[config.mk]
export PLATFORM = sky130hd
export DESIGN_NAME = game_frame_renderer_flat
export DESIGN_NICKNAME = d
export VERILOG_FILES = /design/src/rtl/game_pkg.sv /design/src/rtl/game_frame_renderer_if.sv /design/src/rtl/frame_collision_accumulator.sv /design/src/rtl/game_frame_renderer.sv /design/src/flat_wrapper.sv
export SDC_FILE = /design/constraint.sdc
export NUM_CORES = 1
export LEC_CHECK = 0
export BUFFER_PORTS_ARGS = -buffer_cell sky130_fd_sc_hd__buf_2
export CAP_MARGIN = 20
export CORE_MARGIN = 2
export CORE_UTILIZATION = 58
export DETAILED_ROUTE_END_ITERATION = 6
export GPL_ROUTABILITY_DRIVEN = 0
export HOLD_SLACK_MARGIN = 0.03
export PLACE_DENSITY = 0.81
export SETUP_SLACK_MARGIN = 0.4
export SLEW_MARGIN = 20
export SYNTH_ARGS = -nofsm -noshare
export SYNTH_HDL_FRONTEND = slang
export SYNTH_HIERARCHICAL = 1
export SYNTH_SLANG_ARGS = --single-unit
[constraint.sdc]
create_clock -name clk_in -period 3.5 [get_ports clk_in]
set_input_delay 0.7 -clock clk_in [delete_from_list [all_inputs] [get_ports clk_in]]
set_output_delay 0.7 -clock clk_in [all_outputs]
set_load 0.05 [all_outputs]
[src/rtl/game_pkg.sv]
// Shared types and constants for the frame renderer: game-state encoding,
// render modes, colours, stream widths and the RGB565 expansion helper.
package game_pkg;

  localparam int unsigned HCOUNT_W  = 11;
  localparam int unsigned VCOUNT_W  = 10;
  localparam int unsigned DEPTH_W   = 8;
  localparam int unsigned GSTATE_W  = 3;
  localparam int unsigned CAM_W     = 16;
  localparam int unsigned RGB_W     = 24;
  localparam int unsigned COLL_W    = 20;
  localparam int unsigned HUD_LEN_W = 12;

  localparam int unsigned DEFAULT_SCREEN_WIDTH  = 1280;
  localparam int unsigned DEFAULT_SCREEN_HEIGHT = 720;

  typedef enum logic [GSTATE_W-1:0] {
    GS_LOST    = 3'd0,
    GS_PLAYING = 3'd1,
    GS_WON     = 3'd2
  } game_state_e;

  typedef enum logic [1:0] {
    MODE_PLAY = 2'd0,
    MODE_WIN  = 2'd1,
    MODE_LOSE = 2'd2
  } render_mode_t;

  localparam logic [RGB_W-1:0] COL_RED    = 24'hFF0000;
  localparam logic [RGB_W-1:0] COL_GREEN  = 24'h00FF00;
  localparam logic [RGB_W-1:0] COL_WHITE  = 24'hFFFFFF;
  localparam logic [RGB_W-1:0] COL_YELLOW = 24'hFFFF00;

  // One pixel beat travelling down the output pipeline
  typedef struct packed {
    logic                valid;
    logic [HCOUNT_W-1:0] hcount;
    logic [VCOUNT_W-1:0] vcount;
    logic [RGB_W-1:0]    pixel;
  } stream_beat_t;

  // RGB565 -> RGB888 by replicating each channel's MSBs into the low bits
  function automatic logic [RGB_W-1:0] expand565(input logic [CAM_W-1:0] p);
    return {p[15:11], p[15:13], p[10:5], p[10:9], p[4:0], p[4:2]};
  endfunction

endpackage

[src/rtl/game_frame_renderer_if.sv]
// Annotated pixel stream in, rendered RGB888 stream and frame stats out.
interface game_frame_renderer_if;
  import game_pkg::*;

  logic [HCOUNT_W-1:0] hcount_in;
  logic [VCOUNT_W-1:0] vcount_in;
  logic                data_valid_in;
  logic [CAM_W-1:0]    camera_pixel_in;
  logic                is_wall_in;
  logic                is_person_in;
  logic                is_collision_in;
  logic [DEPTH_W-1:0]  wall_depth_in;
  logic [GSTATE_W-1:0] game_state_in;

  logic [HCOUNT_W-1:0] hcount_out;
  logic [VCOUNT_W-1:0] vcount_out;
  logic                data_valid_out;
  logic [RGB_W-1:0]    pixel_out;
  logic [COLL_W-1:0]   frame_collisions_out;
  logic                frame_done_out;

  modport slave (
    input  hcount_in, vcount_in, data_valid_in, camera_pixel_in,
           is_wall_in, is_person_in, is_collision_in, wall_depth_in, game_state_in,
    output hcount_out, vcount_out, data_valid_out, pixel_out,
           frame_collisions_out, frame_done_out
  );

  modport master (
    output hcount_in, vcount_in, data_valid_in, camera_pixel_in,
           is_wall_in, is_person_in, is_collision_in, wall_depth_in, game_state_in,
    input  hcount_out, vcount_out, data_valid_out, pixel_out,
           frame_collisions_out, frame_done_out
  );

endinterface

[src/rtl/frame_collision_accumulator.sv]
// Saturating per-frame collision counter; latches the total and pulses done at EOF.
module frame_collision_accumulator #(
  parameter int unsigned CNT_W = 20
) (
  input  logic             clk_i,
  input  logic             rst_n_i,
  input  logic             hit_i,
  input  logic             eof_i,
  output logic [CNT_W-1:0] count_o,
  output logic             done_o
);

  logic [CNT_W-1:0] acc_q, acc_d;
  logic [CNT_W-1:0] count_q;
  logic             done_q;

  // Running sum including the current pixel, held at all-ones once full
  always_comb begin
    acc_d = acc_q;
    if (hit_i && (acc_q != {CNT_W{1'b1}})) acc_d = acc_q + CNT_W'(1);
  end

  // Accumulate; at EOF publish the total (EOF pixel included) and restart
  always_ff @(posedge clk_i or negedge rst_n_i) begin
    if (!rst_n_i) begin
      acc_q   <= '0;
      count_q <= '0;
      done_q  <= 1'b0;
    end else begin
      done_q <= eof_i;
      if (eof_i) begin
        count_q <= acc_d;
        acc_q   <= '0;
      end else begin
        acc_q <= acc_d;
      end
    end
  end

  assign count_o = count_q;
  assign done_o  = done_q;

endmodule

[src/rtl/game_frame_renderer.sv]
// Final video compositor: HUD, win/lose blinking border, wall/person/collision
// colouring over the camera image, plus per-frame collision statistics.
module game_frame_renderer
  import game_pkg::*;
#(
  parameter int unsigned SCREEN_WIDTH       = DEFAULT_SCREEN_WIDTH,
  parameter int unsigned SCREEN_HEIGHT      = DEFAULT_SCREEN_HEIGHT,
  parameter int unsigned GOAL_DEPTH         = 60,
  parameter int unsigned GOAL_DEPTH_DELTA   = 10,
  parameter int unsigned HUD_HEIGHT         = 16,
  parameter int unsigned HUD_SCALE          = 16,
  parameter int unsigned BORDER             = 8,
  parameter int unsigned BLINK_FRAMES       = 15,
  parameter int unsigned RESULT_HOLD_FRAMES = 120
) (
  input  logic                  clk_in,
  input  logic                  rst_n_in,
  game_frame_renderer_if.slave  bus
);

  localparam int unsigned HOLD_W  = $clog2(RESULT_HOLD_FRAMES + 1);
  localparam int unsigned BLINK_W = $clog2(BLINK_FRAMES + 1);

  localparam logic [HCOUNT_W-1:0]  H_LAST    = HCOUNT_W'(SCREEN_WIDTH - 1);
  localparam logic [VCOUNT_W-1:0]  V_LAST    = VCOUNT_W'(SCREEN_HEIGHT - 1);
  localparam logic [HCOUNT_W-1:0]  BORDER_H  = HCOUNT_W'(BORDER);
  localparam logic [HCOUNT_W-1:0]  BORDER_HR = HCOUNT_W'(SCREEN_WIDTH - BORDER);
  localparam logic [VCOUNT_W-1:0]  BORDER_V  = VCOUNT_W'(BORDER);
  localparam logic [VCOUNT_W-1:0]  BORDER_VB = VCOUNT_W'(SCREEN_HEIGHT - BORDER);
  localparam logic [VCOUNT_W-1:0]  HUD_V     = VCOUNT_W'(HUD_HEIGHT);
  localparam logic [HUD_LEN_W-1:0] GOAL_LO   = HUD_LEN_W'((GOAL_DEPTH - GOAL_DEPTH_DELTA) * HUD_SCALE);
  localparam logic [HUD_LEN_W-1:0] GOAL_HI   = HUD_LEN_W'((GOAL_DEPTH + GOAL_DEPTH_DELTA) * HUD_SCALE);
  localparam logic [HOLD_W-1:0]    HOLD_THR  = HOLD_W'(RESULT_HOLD_FRAMES);
  localparam logic [HOLD_W-1:0]    HOLD_MAX  = {HOLD_W{1'b1}};
  localparam logic [BLINK_W-1:0]   BLINK_END = BLINK_W'(BLINK_FRAMES - 1);

  render_mode_t       mode_q, mode_d;
  logic [HOLD_W-1:0]  hold_q, hold_d;
  logic [BLINK_W-1:0] blink_cnt_q, blink_cnt_d;
  logic               blink_on_q, blink_on_d;

  logic               eof_c;
  logic [RGB_W-1:0]   cam888_c;
  logic [RGB_W-1:0]   pix_c;
  logic [HUD_LEN_W-1:0] hud_len_c;
  logic [HUD_LEN_W-1:0] h_wide_c;
  logic [9:0]         wall_sum_c;
  logic [7:0]         wall_b_c;
  logic               border_c;
  logic               hud_row_c;

  stream_beat_t       s1_d, s1_q, s2_q;

  assign eof_c = bus.data_valid_in && (bus.hcount_in == H_LAST) && (bus.vcount_in == V_LAST);

  // Mode, hold and blink registers; they only move at end of frame
  always_ff @(posedge clk_in or negedge rst_n_in) begin
    if (!rst_n_in) begin
      mode_q      <= MODE_PLAY;
      hold_q      <= '0;
      blink_cnt_q <= '0;
      blink_on_q  <= 1'b1;
    end else begin
      mode_q      <= mode_d;
      hold_q      <= hold_d;
      blink_cnt_q <= blink_cnt_d;
      blink_on_q  <= blink_on_d;
    end
  end

  // Next mode at EOF; entering a result screen restarts hold and blink (phase ON)
  always_comb begin
    mode_d      = mode_q;
    hold_d      = hold_q;
    blink_cnt_d = blink_cnt_q;
    blink_on_d  = blink_on_q;
    if (eof_c) begin
      if (blink_cnt_q == BLINK_END) begin
        blink_cnt_d = '0;
        blink_on_d  = !blink_on_q;
      end else begin
        blink_cnt_d = blink_cnt_q + BLINK_W'(1);
      end
      if (hold_q != HOLD_MAX) hold_d = hold_q + HOLD_W'(1);
      unique case (mode_q)
        MODE_PLAY: begin
          if (bus.game_state_in == GS_LOST)     mode_d = MODE_LOSE;
          else if (bus.game_state_in == GS_WON) mode_d = MODE_WIN;
        end
        MODE_WIN, MODE_LOSE: begin
          if ((bus.game_state_in == GS_PLAYING) && (hold_q >= HOLD_THR)) mode_d = MODE_PLAY;
        end
        default: mode_d = MODE_PLAY;
      endcase
      if ((mode_q == MODE_PLAY) && (mode_d != MODE_PLAY)) begin
        hold_d      = '0;
        blink_cnt_d = '0;
        blink_on_d  = 1'b1;
      end
    end
  end

  // Pixel colour by priority: border, HUD, collision, wall, person, camera
  always_comb begin
    cam888_c   = expand565(bus.camera_pixel_in);
    hud_len_c  = HUD_LEN_W'(bus.wall_depth_in) * HUD_LEN_W'(HUD_SCALE);
    h_wide_c   = HUD_LEN_W'(bus.hcount_in);
    wall_sum_c = 10'h040 + {1'b0, bus.wall_depth_in, 1'b0};
    wall_b_c   = (wall_sum_c > 10'h0FF) ? 8'hFF : wall_sum_c[7:0];
    border_c   = (bus.hcount_in < BORDER_H) || (bus.hcount_in >= BORDER_HR) ||
                 (bus.vcount_in < BORDER_V) || (bus.vcount_in >= BORDER_VB);
    hud_row_c  = (mode_q == MODE_PLAY) && (bus.vcount_in < HUD_V);
    pix_c      = cam888_c;
    if (!bus.data_valid_in) begin
      pix_c = '0;
    end else if ((mode_q != MODE_PLAY) && border_c && blink_on_q) begin
      pix_c = (mode_q == MODE_WIN) ? COL_GREEN : COL_RED;
    end else if (hud_row_c && (h_wide_c < hud_len_c)) begin
      pix_c = COL_WHITE;
    end else if (hud_row_c && (h_wide_c >= GOAL_LO) && (h_wide_c < GOAL_HI)) begin
      pix_c = COL_YELLOW;
    end else if (bus.is_collision_in) begin
      pix_c = COL_RED;
    end else if (bus.is_wall_in) begin
      pix_c = {16'h0000, wall_b_c};
    end else if (bus.is_person_in) begin
      pix_c = {1'b0, cam888_c[23:17], cam888_c[15:8] | 8'h80, 1'b0, cam888_c[7:1]};
    end
  end

  assign s1_d = {bus.data_valid_in, bus.hcount_in, bus.vcount_in, pix_c};

  // Two-stage output pipeline
  always_ff @(posedge clk_in or negedge rst_n_in) begin
    if (!rst_n_in) begin
      s1_q <= '0;
      s2_q <= '0;
    end else begin
      s1_q <= s1_d;
      s2_q <= s1_q;
    end
  end

  assign bus.hcount_out     = s2_q.hcount;
  assign bus.vcount_out     = s2_q.vcount;
  assign bus.data_valid_out = s2_q.valid;
  assign bus.pixel_out      = s2_q.pixel;

  frame_collision_accumulator #(
    .CNT_W (COLL_W)
  ) u_acc (
    .clk_i   (clk_in),
    .rst_n_i (rst_n_in),
    .hit_i   (bus.data_valid_in && bus.is_collision_in),
    .eof_i   (eof_c),
    .count_o (bus.frame_collisions_out),
    .done_o  (bus.frame_done_out)
  );

endmodule

[src/flat_wrapper.sv]
// flat-port wrapper written by rule: the top's interface ports become plain ports
module game_frame_renderer_flat import game_pkg::*;
#(
  parameter int unsigned SCREEN_WIDTH       = DEFAULT_SCREEN_WIDTH,
  parameter int unsigned SCREEN_HEIGHT      = DEFAULT_SCREEN_HEIGHT,
  parameter int unsigned GOAL_DEPTH         = 60,
  parameter int unsigned GOAL_DEPTH_DELTA   = 10,
  parameter int unsigned HUD_HEIGHT         = 16,
  parameter int unsigned HUD_SCALE          = 16,
  parameter int unsigned BORDER             = 8,
  parameter int unsigned BLINK_FRAMES       = 15,
  parameter int unsigned RESULT_HOLD_FRAMES = 120
)
  (clk_in, rst_n_in, bus_hcount_in, bus_vcount_in, bus_data_valid_in, bus_camera_pixel_in, bus_is_wall_in, bus_is_person_in, bus_is_collision_in, bus_wall_depth_in, bus_game_state_in, bus_hcount_out, bus_vcount_out, bus_data_valid_out, bus_pixel_out, bus_frame_collisions_out, bus_frame_done_out);
  game_frame_renderer_if bus_i ();
  input  logic clk_in;
  input  logic rst_n_in;
  input wire logic [$bits(bus_i.hcount_in)-1:0] bus_hcount_in;
  input wire logic [$bits(bus_i.vcount_in)-1:0] bus_vcount_in;
  input wire logic [$bits(bus_i.data_valid_in)-1:0] bus_data_valid_in;
  input wire logic [$bits(bus_i.camera_pixel_in)-1:0] bus_camera_pixel_in;
  input wire logic [$bits(bus_i.is_wall_in)-1:0] bus_is_wall_in;
  input wire logic [$bits(bus_i.is_person_in)-1:0] bus_is_person_in;
  input wire logic [$bits(bus_i.is_collision_in)-1:0] bus_is_collision_in;
  input wire logic [$bits(bus_i.wall_depth_in)-1:0] bus_wall_depth_in;
  input wire logic [$bits(bus_i.game_state_in)-1:0] bus_game_state_in;
  output wire logic [$bits(bus_i.hcount_out)-1:0] bus_hcount_out;
  output wire logic [$bits(bus_i.vcount_out)-1:0] bus_vcount_out;
  output wire logic [$bits(bus_i.data_valid_out)-1:0] bus_data_valid_out;
  output wire logic [$bits(bus_i.pixel_out)-1:0] bus_pixel_out;
  output wire logic [$bits(bus_i.frame_collisions_out)-1:0] bus_frame_collisions_out;
  output wire logic [$bits(bus_i.frame_done_out)-1:0] bus_frame_done_out;
  assign bus_i.hcount_in = bus_hcount_in;
  assign bus_i.vcount_in = bus_vcount_in;
  assign bus_i.data_valid_in = bus_data_valid_in;
  assign bus_i.camera_pixel_in = bus_camera_pixel_in;
  assign bus_i.is_wall_in = bus_is_wall_in;
  assign bus_i.is_person_in = bus_is_person_in;
  assign bus_i.is_collision_in = bus_is_collision_in;
  assign bus_i.wall_depth_in = bus_wall_depth_in;
  assign bus_i.game_state_in = bus_game_state_in;
  assign bus_hcount_out = bus_i.hcount_out;
  assign bus_vcount_out = bus_i.vcount_out;
  assign bus_data_valid_out = bus_i.data_valid_out;
  assign bus_pixel_out = bus_i.pixel_out;
  assign bus_frame_collisions_out = bus_i.frame_collisions_out;
  assign bus_frame_done_out = bus_i.frame_done_out;
  game_frame_renderer #(.SCREEN_WIDTH(SCREEN_WIDTH), .SCREEN_HEIGHT(SCREEN_HEIGHT), .GOAL_DEPTH(GOAL_DEPTH), .GOAL_DEPTH_DELTA(GOAL_DEPTH_DELTA), .HUD_HEIGHT(HUD_HEIGHT), .HUD_SCALE(HUD_SCALE), .BORDER(BORDER), .BLINK_FRAMES(BLINK_FRAMES), .RESULT_HOLD_FRAMES(RESULT_HOLD_FRAMES)) u_core (.clk_in(clk_in), .rst_n_in(rst_n_in), .bus(bus_i));
endmodule
==> results of run 1 <==
==> critical path: stages <==
cell     delay (ns)
buf_2          0.12
nor4b_2        0.29
nand4_1        0.14
or4_1          0.80
inv_2          0.24
buf_4          0.30
nand3_1        0.14
o21ai_0        0.20
==> power breakdown <==
part / internal, mW / switching [mW] / leakage (nW) / total, mW
Combinational: 0.117 / 0.265 / 1.39 / 0.382
Sequential: 1.71 / 0.0559 / 1.80 / 1.77
Clock: 1.08 / 0.674 / 0.277 / 1.76
==> kinds of logic after synthesis <==
family / after synthesis / synth area share (%)
compound gates: 110 / 12.37
fa+ha+maj: 15 / 3.273
buf+inv: 43 / 3.404
flops: 141 / 61.55
simple gates: 157 / 14.77
xor+xnor: 18 / 2.749
mux: 10 / 1.876
==> routing by layer <==
| metal | part of all wire (%) | routed length (um) | up-vias |
|---|---|---|---|
| li1 | - | - | 1997 |
| met1 | 43 | 5487 | 2076 |
| met3 | 5.5 | 703 | 22 |
| met2 | 50 | 6330 | 168 |
| met4 | 1.7 | 211 | 0 |
| met5 | 0 | 0 | - |
==> stage by stage <==
step / power [mW] / setup slack (ns) / std cells
after global routing: 4.056 / 0.8719 / 759
after CTS: 3.934 / 1.039 / 759
after detailed placement: 2.172 / 0.5243 / 728
after global placement: 2.157 / 0.6651 / 728
final: 3.910 / 0.9965 / 759
after floorplan: 2.020 / 0.6510 / 494
==> cell type report <==
type,count,share of cell area [%]
sequential,141,50.33
multi-input combinational,310,28.65
timing repair buffer,126,9.295
clock buffer,18,5.959
clock inverter,13,2.426
tap,133,2.373
inverter,18,0.9634
==> worst max path at each step <==
stage | startpoint | endpoint | cells past startpoint
finish | bus_vcount_in[8] | u_core/hold_q[0]$_DFFE_PN0P_ | 8
global placement | bus_vcount_in[8] | u_core/hold_q[0]$_DFFE_PN0P_ | 8
CTS | bus_vcount_in[8] | u_core/hold_q[0]$_DFFE_PN0P_ | 8
detailed placement | bus_vcount_in[8] | u_core/hold_q[4]$_DFFE_PN0P_ | 8
global route | bus_vcount_in[8] | u_core/hold_q[0]$_DFFE_PN0P_ | 8
floorplan | bus_vcount_in[8] | u_core/u_acc/acc_q[10]$_DFF_PN0_ | 10
==> registers in the layout (all words and copies together), names as in the netlist, 2 cells and up <==
| signal | flops |
|---|---|
| u_core/hold_q | 7 |
| u_core/u_acc/acc_q | 20 |
| u_core/bus.hcount_out | 11 |
| u_core/blink_cnt_q | 4 |
| u_core/s1_q | 43 |
| u_core/bus.pixel_out | 21 |
| u_core/bus.vcount_out | 10 |
| u_core/mode_q | 2 |
| u_core/u_acc/count_o | 20 |
==> Yosys cell counts (2+ instances only) <==
library cell / instances
buf_2: 2
a211o_1: 4
xnor2_1: 17
nand4_2: 2
and2_1: 4
or4_1: 2
buf_4: 4
o21ai_1: 2
dfrtp_1: 140
o21ai_0: 16
a211oi_1: 5
mux2i_1: 7
o31ai_1: 3
a31oi_1: 4
nand3_1: 18
nor3_1: 5
buf_6: 2
nor2b_1: 4
o211ai_1: 6
inv_1: 18
mux2_2: 2
or2_2: 3
clkbuf_1: 15
nand4_1: 8
o311a_1: 6
ha_1: 15
a21oi_1: 44
a41oi_1: 8
nor4_1: 2
nor4b_2: 2
and3_1: 6
or3_1: 2
o31a_1: 2
nand2b_1: 2
nand2_1: 22
nor2_1: 59
and4_1: 5
o221ai_1: 3
==> results_dict.tcl, run 1 <==
set metrics [dict create \
    r2r_slack_ns 1.40 \
    wirelength_mm 12.73 \
    fin_tns_setup_ns 0 \
    rsz0062_at_grt "false" \
    design_area_mm2 0.007013 \
    syn-instance-count 494 \
    insertedDiodeCount 0 \
    cts_sinks 141 \
    yosys.area.top_type "dfrtp_1" \
    utilization_pct 72.42 \
    rr_startpoint "u_core/u_acc/acc_q[0]$_DFF_PN0_" \
    regToRegEndpoint "u_core/u_acc/count_o[19]$_DFFE_PN0P_" \
    portBuffers 120 \
    nFillCells 660 \
    worst_hold_slack_ns 0.2913 \
    end_kind "flop" \
    seq_area_mm2 0.003530 \
    clock_path_buffers 2 \
    gr-usage-met3_pct 7.056 \
    synth-seq-cells 141 \
    grt_pass1_wl_mm 19.98 \
    cts-htree-levels 4 \
    dr.pass1.iters 5 \
    layout-drive-gt1-share_pct 27.96 \
    synth_top_area_share_pct 61.10 \
    drt_first_iter_violations 319 \
    fin_crit_ns 2.503 \
    core_mm2 0.009684 \
    grt_max_degree 107 \
    crit_fanout 27 \
    overflow 0 \
    vdd_drop_max_mv 0.4113 \
    layout_common_cells "140 x dfrtp_1, 119 x buf_2, 59 x nor2_1" \
    holdCritPathClass "input port to asynchronous set/reset pin" \
    status "finished, final reports clean" \
    grt_pass1_vias 4137 \
    die_w_um 103.4 \
    leakage_nw 3.466 \
    nets 683 \
    synthArstFlopShare_pct 100.0 \
    post-cts-setup-buffers 0 \
    layout_commonest_cell "dfrtp_1" \
    synth_cell_types 61 \
    max_freq_mhz 399.4 \
    synth_fp_nets 563 \
    busiest_layer "met2" \
    slew-limit-headroom_pct 39.06 \
    fin_skew_ns 0.009271 \
    num_vias 4263 \
    reg2reg_depth 6 \
    clk_pin_slew_ns 0.06 \
    initial_core_util_pct 59.21 \
    tightestPinTransition_ns 0.9140 \
    die-area_mm2 0.01070 \
    drc 0 \
    root_buffer "clkbuf_8" \
    arrival_ns 2.94 \
    netlist_top_cells_area "dfrtp_1 61%, nor2_1 3.9%, a21oi_1 3.8%" \
    antenna_found_initial 0 \
    setup_violations 0 \
    dp_hpwl_mm 8.338 \
    crit_required_ns 3.93 \
    cts_tree "built" \
    met1_usage_pct 33.23 \
    synthFlopType "dfrtp_1" \
    ant_nets 0 \
    die_y_um 103.4 \
    crit_path_start_kind "input port" \
    path_class "input port to flop" \
    grt_usage_pct 25.02 \
    ioPinCount 121 \
    ctsResizeCount 0 \
    synthesis.area_mm2 0.005734 \
    wl_per_cell_um 16.78 \
    postCtsHoldBufs 0 \
    hold_violations 0 \
    fin_crit_sh_pct 71.53 \
    viasPerCell 5.617 \
    yosysWarnings 6 \
    num_rows 36 \
    insertion_delay_ns 0.52 \
    p_per_area_mw_per_mm2 557.6 \
    syn_to_final_growth_pct 22.30 \
    postSynthAreaPerCell_um2 11.61 \
    slew_viol_final 0 \
    multi_input_area_mm2 0.002009 \
    post_dp_cell_area_mm2 0.006425 \
    synth-edff-count 0 \
    drv_cap 0 \
    cts-buffers-inserted 17 \
    grt.met2_usage_pct 39.95 \
    ys_seq_area_share_pct 61.55 \
]
Power figures use the tool's default switching activity.
==> inputs of run 2 (changes only) <==
Settings changed: CORE_UTILIZATION 58 to 49, PLACE_DENSITY 0.81 to 0.73.
Clock period 3.5 ns to 2.1 ns, I/O delays scaled along.
==> run 2 against run 1 <==
Effect of this change: first-iteration DRC count is 10% higher; global-route usage fell by 2.5 points; largest cell class unchanged; worst hold slack got worse by 0.17 ns; sequential cell count did not move; critical path depth decreased by 2; largest power group is now clock; cell count up 7.9%; utilization is 3.1 points lower.
==> results_dict.tcl, run 2 (synthesis results as in run 1) <==
set metrics [dict create \
    status "finished, final reports clean" \
    drt_first_iter_violations 351 \
    syn_to_final_growth_pct 37.99 \
    reg2reg_depth 7 \
    nFillCells 823 \
    layout_common_cells "132 x dfrtp_1, 116 x buf_2, 59 x nor2_1" \
    grt_pass1_wl_mm 22.18 \
    overflow 0 \
    rsz0062_at_grt "true" \
    grt_max_degree 44 \
    hold_violations 0 \
    ant_nets 0 \
    antenna_found_initial 0 \
    instances_no_fill 819 \
    die-area_mm2 0.01258 \
    cp_top_family "simple AND/OR/NAND/NOR gates" \
    cts_sinks 141 \
    tightestPinTransition_ns 0.4743 \
    crit_chain "buf_2 -> nor4b_4 -> nand4_1 -> or4_4 -> or4_1 -> o21ai_1" \
    max_freq_mhz 566.5 \
    nets 734 \
    largest_register_ffs 43 \
    post_dp_cell_area_mm2 0.006729 \
    vdd_drop_max_mv 0.5323 \
    design_area_mm2 0.007913 \
    preCtsSetupSlack_ns -0.08084 \
    cts_tree "built" \
    worst-path-buf-inv 1 \
    clk_pin_slew_ns 0.05 \
    dr.pass1.iters 4 \
    crit_slowest_cell "or4_1" \
    crit_fanout 4 \
    wirelength_mm 14.56 \
    die_w_um 112.2 \
    grt_pass1_vias 4456 \
    viasPerCell 5.536 \
    layout-drive-gt1-share_pct 43.20 \
    holdPathStages 1 \
    regMostFlops "u_core/s1_q" \
    cts-buffers-inserted 17 \
    wl_per_cell_um 17.78 \
    place_inst 756 \
    slowest_delay_ns 0.57 \
    r2r_slack_ns 0.37 \
    fin_tns_setup_ns 0 \
    fin_crit_sh_pct 84.06 \
    drc 0 \
    insertedDiodeCount 0 \
    ioPinCount 121 \
    path_class "input port to flop" \
    end_kind "flop" \
    leakage_nw 3.808 \
    path_depth 6 \
    die_y_um 112.2 \
    utilization_pct 69.30 \
    slew-limit-headroom_pct 68.38 \
    worst_hold_slack_ns 0.1196 \
    root_buffer "clkbuf_16" \
    slew_viol_final 0 \
    grt_usage_pct 22.57 \
    drv_cap 0 \
    dp_hpwl_mm 9.469 \
    cts-htree-levels 4 \
    holdCritPathClass "input port to flop" \
    fin_crit_ns 1.765 \
    final.setup.worst_slack_ns 0.3347 \
    layout_commonest_cell "dfrtp_1" \
    fin_skew_ns 0.006369 \
    num_rows 39 \
    p_total_mw 6.827 \
    num_vias 4534 \
    crit_required_ns 2.44 \
    insertion_delay_ns 0.42 \
    arrival_ns 2.10 \
    initial_core_util_pct 50.22 \
    core_mm2 0.01142 \
    portBuffers 120 \
    setup_violations 0 \
    clock_path_buffers 2 \
    p_per_area_mw_per_mm2 862.9 \
    crit_path_start_kind "input port" \
]
-- run 2: changes by cell type in the layout (fill, tap and decap cells not counted), moves of 6 or more --
| cell | change |
|---|---|
| a41oi_1 | -6 |
| dfrtp_2 | +8 |
| a21oi_1 | -14 |
| buf_4 | +41 |
| dfrtp_1 | -8 |
| a21oi_2 | +14 |
| inv_1 | -6 |
| a41oi_2 | +6 |
| ha_1 | -7 |
-- run 2: power breakdown --
group          total, mW  switching, mW  internal, mW
Clock               3.04           1.10          1.94
Combinational      0.830          0.510         0.320
Sequential          2.96         0.0965          2.86
-- run 2: worst paths after layout --
path / startpoint / to
worst min-delay path: bus_vcount_in[0] / u_core/s1_q[24]$_DFF_PN0_
min in group asynchronous: rst_n_in / u_core/u_acc/acc_q[18]$_DFF_PN0_
max in group asynchronous: rst_n_in / u_core/blink_on_q$_DFFE_PN1P_
worst min register to register: u_core/s1_q[25]$_DFF_PN0_ / u_core/bus.vcount_out[1]$_DFF_PN0_
worst max-delay path: bus_vcount_in[8] / u_core/hold_q[3]$_DFFE_PN0P_
worst max register to register: u_core/mode_q[1]$_DFFE_PN0P_ / u_core/hold_q[3]$_DFFE_PN0P_
-- run 2: area by class of cell --
cell class              instances  area [um2]  area share [%]
clock inverters                10       140.1           1.771
clock buffers                  20       466.7           5.898
flip-flops and latches        141        3540           44.73
repair buffers                176        1119           14.14
well taps                     143       178.9           2.261
inverters                      18       82.58           1.044
multi-input cells             311        2386           30.15
-- run 2: metal layers --
metal / GRT usage (%) / vias up / wire length, um / part of all wire, %
met2: 36.79 / 163 / 7313 / 50
met5: 0 / - / 0 / 0
li1: - / 2106 / - / -
met3: 5.400 / 25 / 788 / 5.4
met1: 29.70 / 2240 / 6177 / 42
met4: 8.455 / 0 / 283 / 1.9
-- run 2: repair_timing --
item,in CTS,in global routing
pin swaps,6,28
hold buffers,1,0
setup endpoints to repair,67,49
gates resized for setup,27,48
buffers inserted,14,15
hold endpoints to repair,36,0
cloned,1,2
==> inputs of run 3 (changes only) <==
Settings changed: CORE_UTILIZATION 49 to 54, PLACE_DENSITY 0.73 to 0.76.
Clock period 2.1 ns to 1.8 ns, I/O delays scaled along.
==> run 3 against run 2 <==
Effect of this change: the flow now finishes with violations (setup timing); register-to-register slack got worse by 0.53 ns; first-iteration DRC count is 54% higher; worst setup slack got worse by 0.50 ns; power is 27% higher; sequential cell count unchanged; highest routed layer unchanged.
==> results_dict.tcl, run 3 (synthesis results as in run 1) <==
set metrics [dict create \
    status "complete, but fails checks" \
    failed_checks "setup timing" \
    utilization_pct 89.59 \
    r2r_slack_ns -0.16 \
    largest_register_ffs 43 \
    crit_path_start_kind "flop" \
    layout_common_cells "133 x dfrtp_1, 85 x buf_6, 79 x buf_4" \
    wirelength_mm 20.74 \
    viasPerCell 6.048 \
    crit_fanout 3 \
    layout-drive-gt1-share_pct 51.02 \
    nFillCells 350 \
    regMostFlops "u_core/s1_q" \
    drt_first_iter_violations 540 \
    die_y_um 107.1 \
    cts-buffers-inserted 17 \
    slew-limit-headroom_pct 49.18 \
    grt_max_degree 54 \
    core_mm2 0.01032 \
    instances_no_fill 871 \
    setup_violations 18 \
    root_buffer "clkbuf_8" \
    cts_sinks 141 \
    initial_core_util_pct 55.54 \
    insertedDiodeCount 0 \
    insertion_delay_ns 0.55 \
    cp-endpoint "u_core/u_acc/count_o[8]$_DFFE_PN0P_" \
    arrival_ns 2.37 \
    place_inst 793 \
    num_rows 37 \
    p_total_mw 8.687 \
    p_per_area_mw_per_mm2 939.3 \
    final.setup.worst_slack_ns -0.1609 \
    clk_pin_slew_ns 0.06 \
    holdCritPathClass "input port to flop" \
    cts-htree-levels 4 \
    dr.pass1.iters 5 \
    portBuffers 120 \
    path_class "flop to flop" \
    fin_tns_setup_ns -0.7541 \
    seq_area_mm2 0.003538 \
    overflow 0 \
    drv_cap 0 \
    grt_usage_pct 31.50 \
    die-area_mm2 0.01146 \
    clock_path_buffers 2 \
    grt_pass1_wl_mm 26.99 \
    die_w_um 107.1 \
    vdd_drop_max_mv 0.6926 \
    num_vias 5268 \
    crit_required_ns 2.21 \
    dp_hpwl_mm 9.795 \
    end_kind "flop" \
    critPathLaunch "u_core/u_acc/acc_q[0]$_DFF_PN0_" \
    nets 791 \
    drc 0 \
    slew_viol_final 0 \
    wl_per_cell_um 23.82 \
    fin_crit_sh_pct 108.9 \
    hold_violations 0 \
    rsz0062_at_grt "true" \
    syn_to_final_growth_pct 61.29 \
    antenna_found_initial 0 \
    max_freq_mhz 510.0 \
    ant_nets 0 \
    reg2reg_depth 9 \
    tightestPinTransition_ns 0.7559 \
    fin_crit_ns 1.961 \
    fin_skew_ns 0.009016 \
    cts_tree "built" \
    multi_input_area_mm2 0.002686 \
    ioPinCount 121 \
    grt_pass1_vias 5209 \
    regToRegEndpoint "u_core/u_acc/count_o[8]$_DFFE_PN0P_" \
    leakage_nw 4.271 \
    rr_startpoint "u_core/u_acc/acc_q[0]$_DFF_PN0_" \
    layout_commonest_cell "dfrtp_1" \
]
==> run 3: cell count changes in the layout (fill, tap and decap cells not counted), sizes merged <==
cell and delta:
bufinv +3, dlygate4sd3 +7, buf +53, and3 -1, clkinv -3
==> run 3: worst min path at each step <==
stage               cells after the start  slack (ns)                 startpoint                                  to
global route                            2        0.04           bus_vcount_in[8]           u_core/s1_q[32]$_DFF_PN0_
CTS                                     2        0.04           bus_hcount_in[4]           u_core/s1_q[38]$_DFF_PN0_
floorplan                               0        0.06                   rst_n_in   u_core/blink_cnt_q[0]$_DFFE_PN0P_
detailed placement                      0        0.33  u_core/s1_q[34]$_DFF_PN0_  u_core/bus.hcount_out[0]$_DFF_PN0_
global placement                        0        0.33  u_core/s1_q[40]$_DFF_PN0_  u_core/bus.hcount_out[6]$_DFF_PN0_
finish                                  2        0.04           bus_vcount_in[8]           u_core/s1_q[32]$_DFF_PN0_
==> run 3: where the power goes <==
part           leakage, nW  internal [mW]  total [mW]  switching (mW)
combinational         2.16          0.495        1.22           0.722
clock                0.323           2.68        4.01            1.33
sequential            1.79           3.33        3.46           0.132
==> run 3: routing by layer <==
| metal | part of all wire, % | vias to the layer above | track usage [%] |
|---|---|---|---|
| met5 | 0 | - | 0 |
| met3 | 6.3 | 105 | 7.416 |
| li1 | - | 2211 | - |
| met1 | 38 | 2638 | 38.24 |
| met2 | 50 | 314 | 52.26 |
| met4 | 5.7 | 0 | 16.60 |
==> run 3: layout make-up <==
cell class / count / area share (%)
sequential: 141 / 38.26
timing repair buffer: 234 / 22.61
inverter: 18 / 0.8929
tap: 136 / 1.840
clock inverter: 10 / 2.246
multi-input combinational: 310 / 29.04
clock buffer: 22 / 5.114
==> run 3: critical path, cell delays in order, from the launching register on <==
cell	delay [ns]
dfrtp_1	0.40
ha_2	0.22
and3_4	0.20
buf_6	0.11
buf_4	0.10
buf_6	0.10
nand3_1	0.10
a21oi_1	0.23
xnor2_1	0.25
a21oi_1	0.13
==> run 3: what timing repair did <==
item	4_1_cts	5_1_grt
hold endpoints to repair	57	0
endpoints found under the setup margin	142	142
setup buffers	24	14
pin swaps	27	41
resized for setup	204	74
hold buffers	8	0
==> run 3: through the flow <==
stage	hold WS, ns	worst slack, ns	cell area (um2)
floorplan	0.06441	-0.1863	5938
global placement	0.3329	-0.3301	7106
detailed placement	0.3347	-0.4143	7106
CTS	0.03548	0.07896	8755
global route	0.03526	-0.1545	9249
finish	0.04423	-0.1609	9249
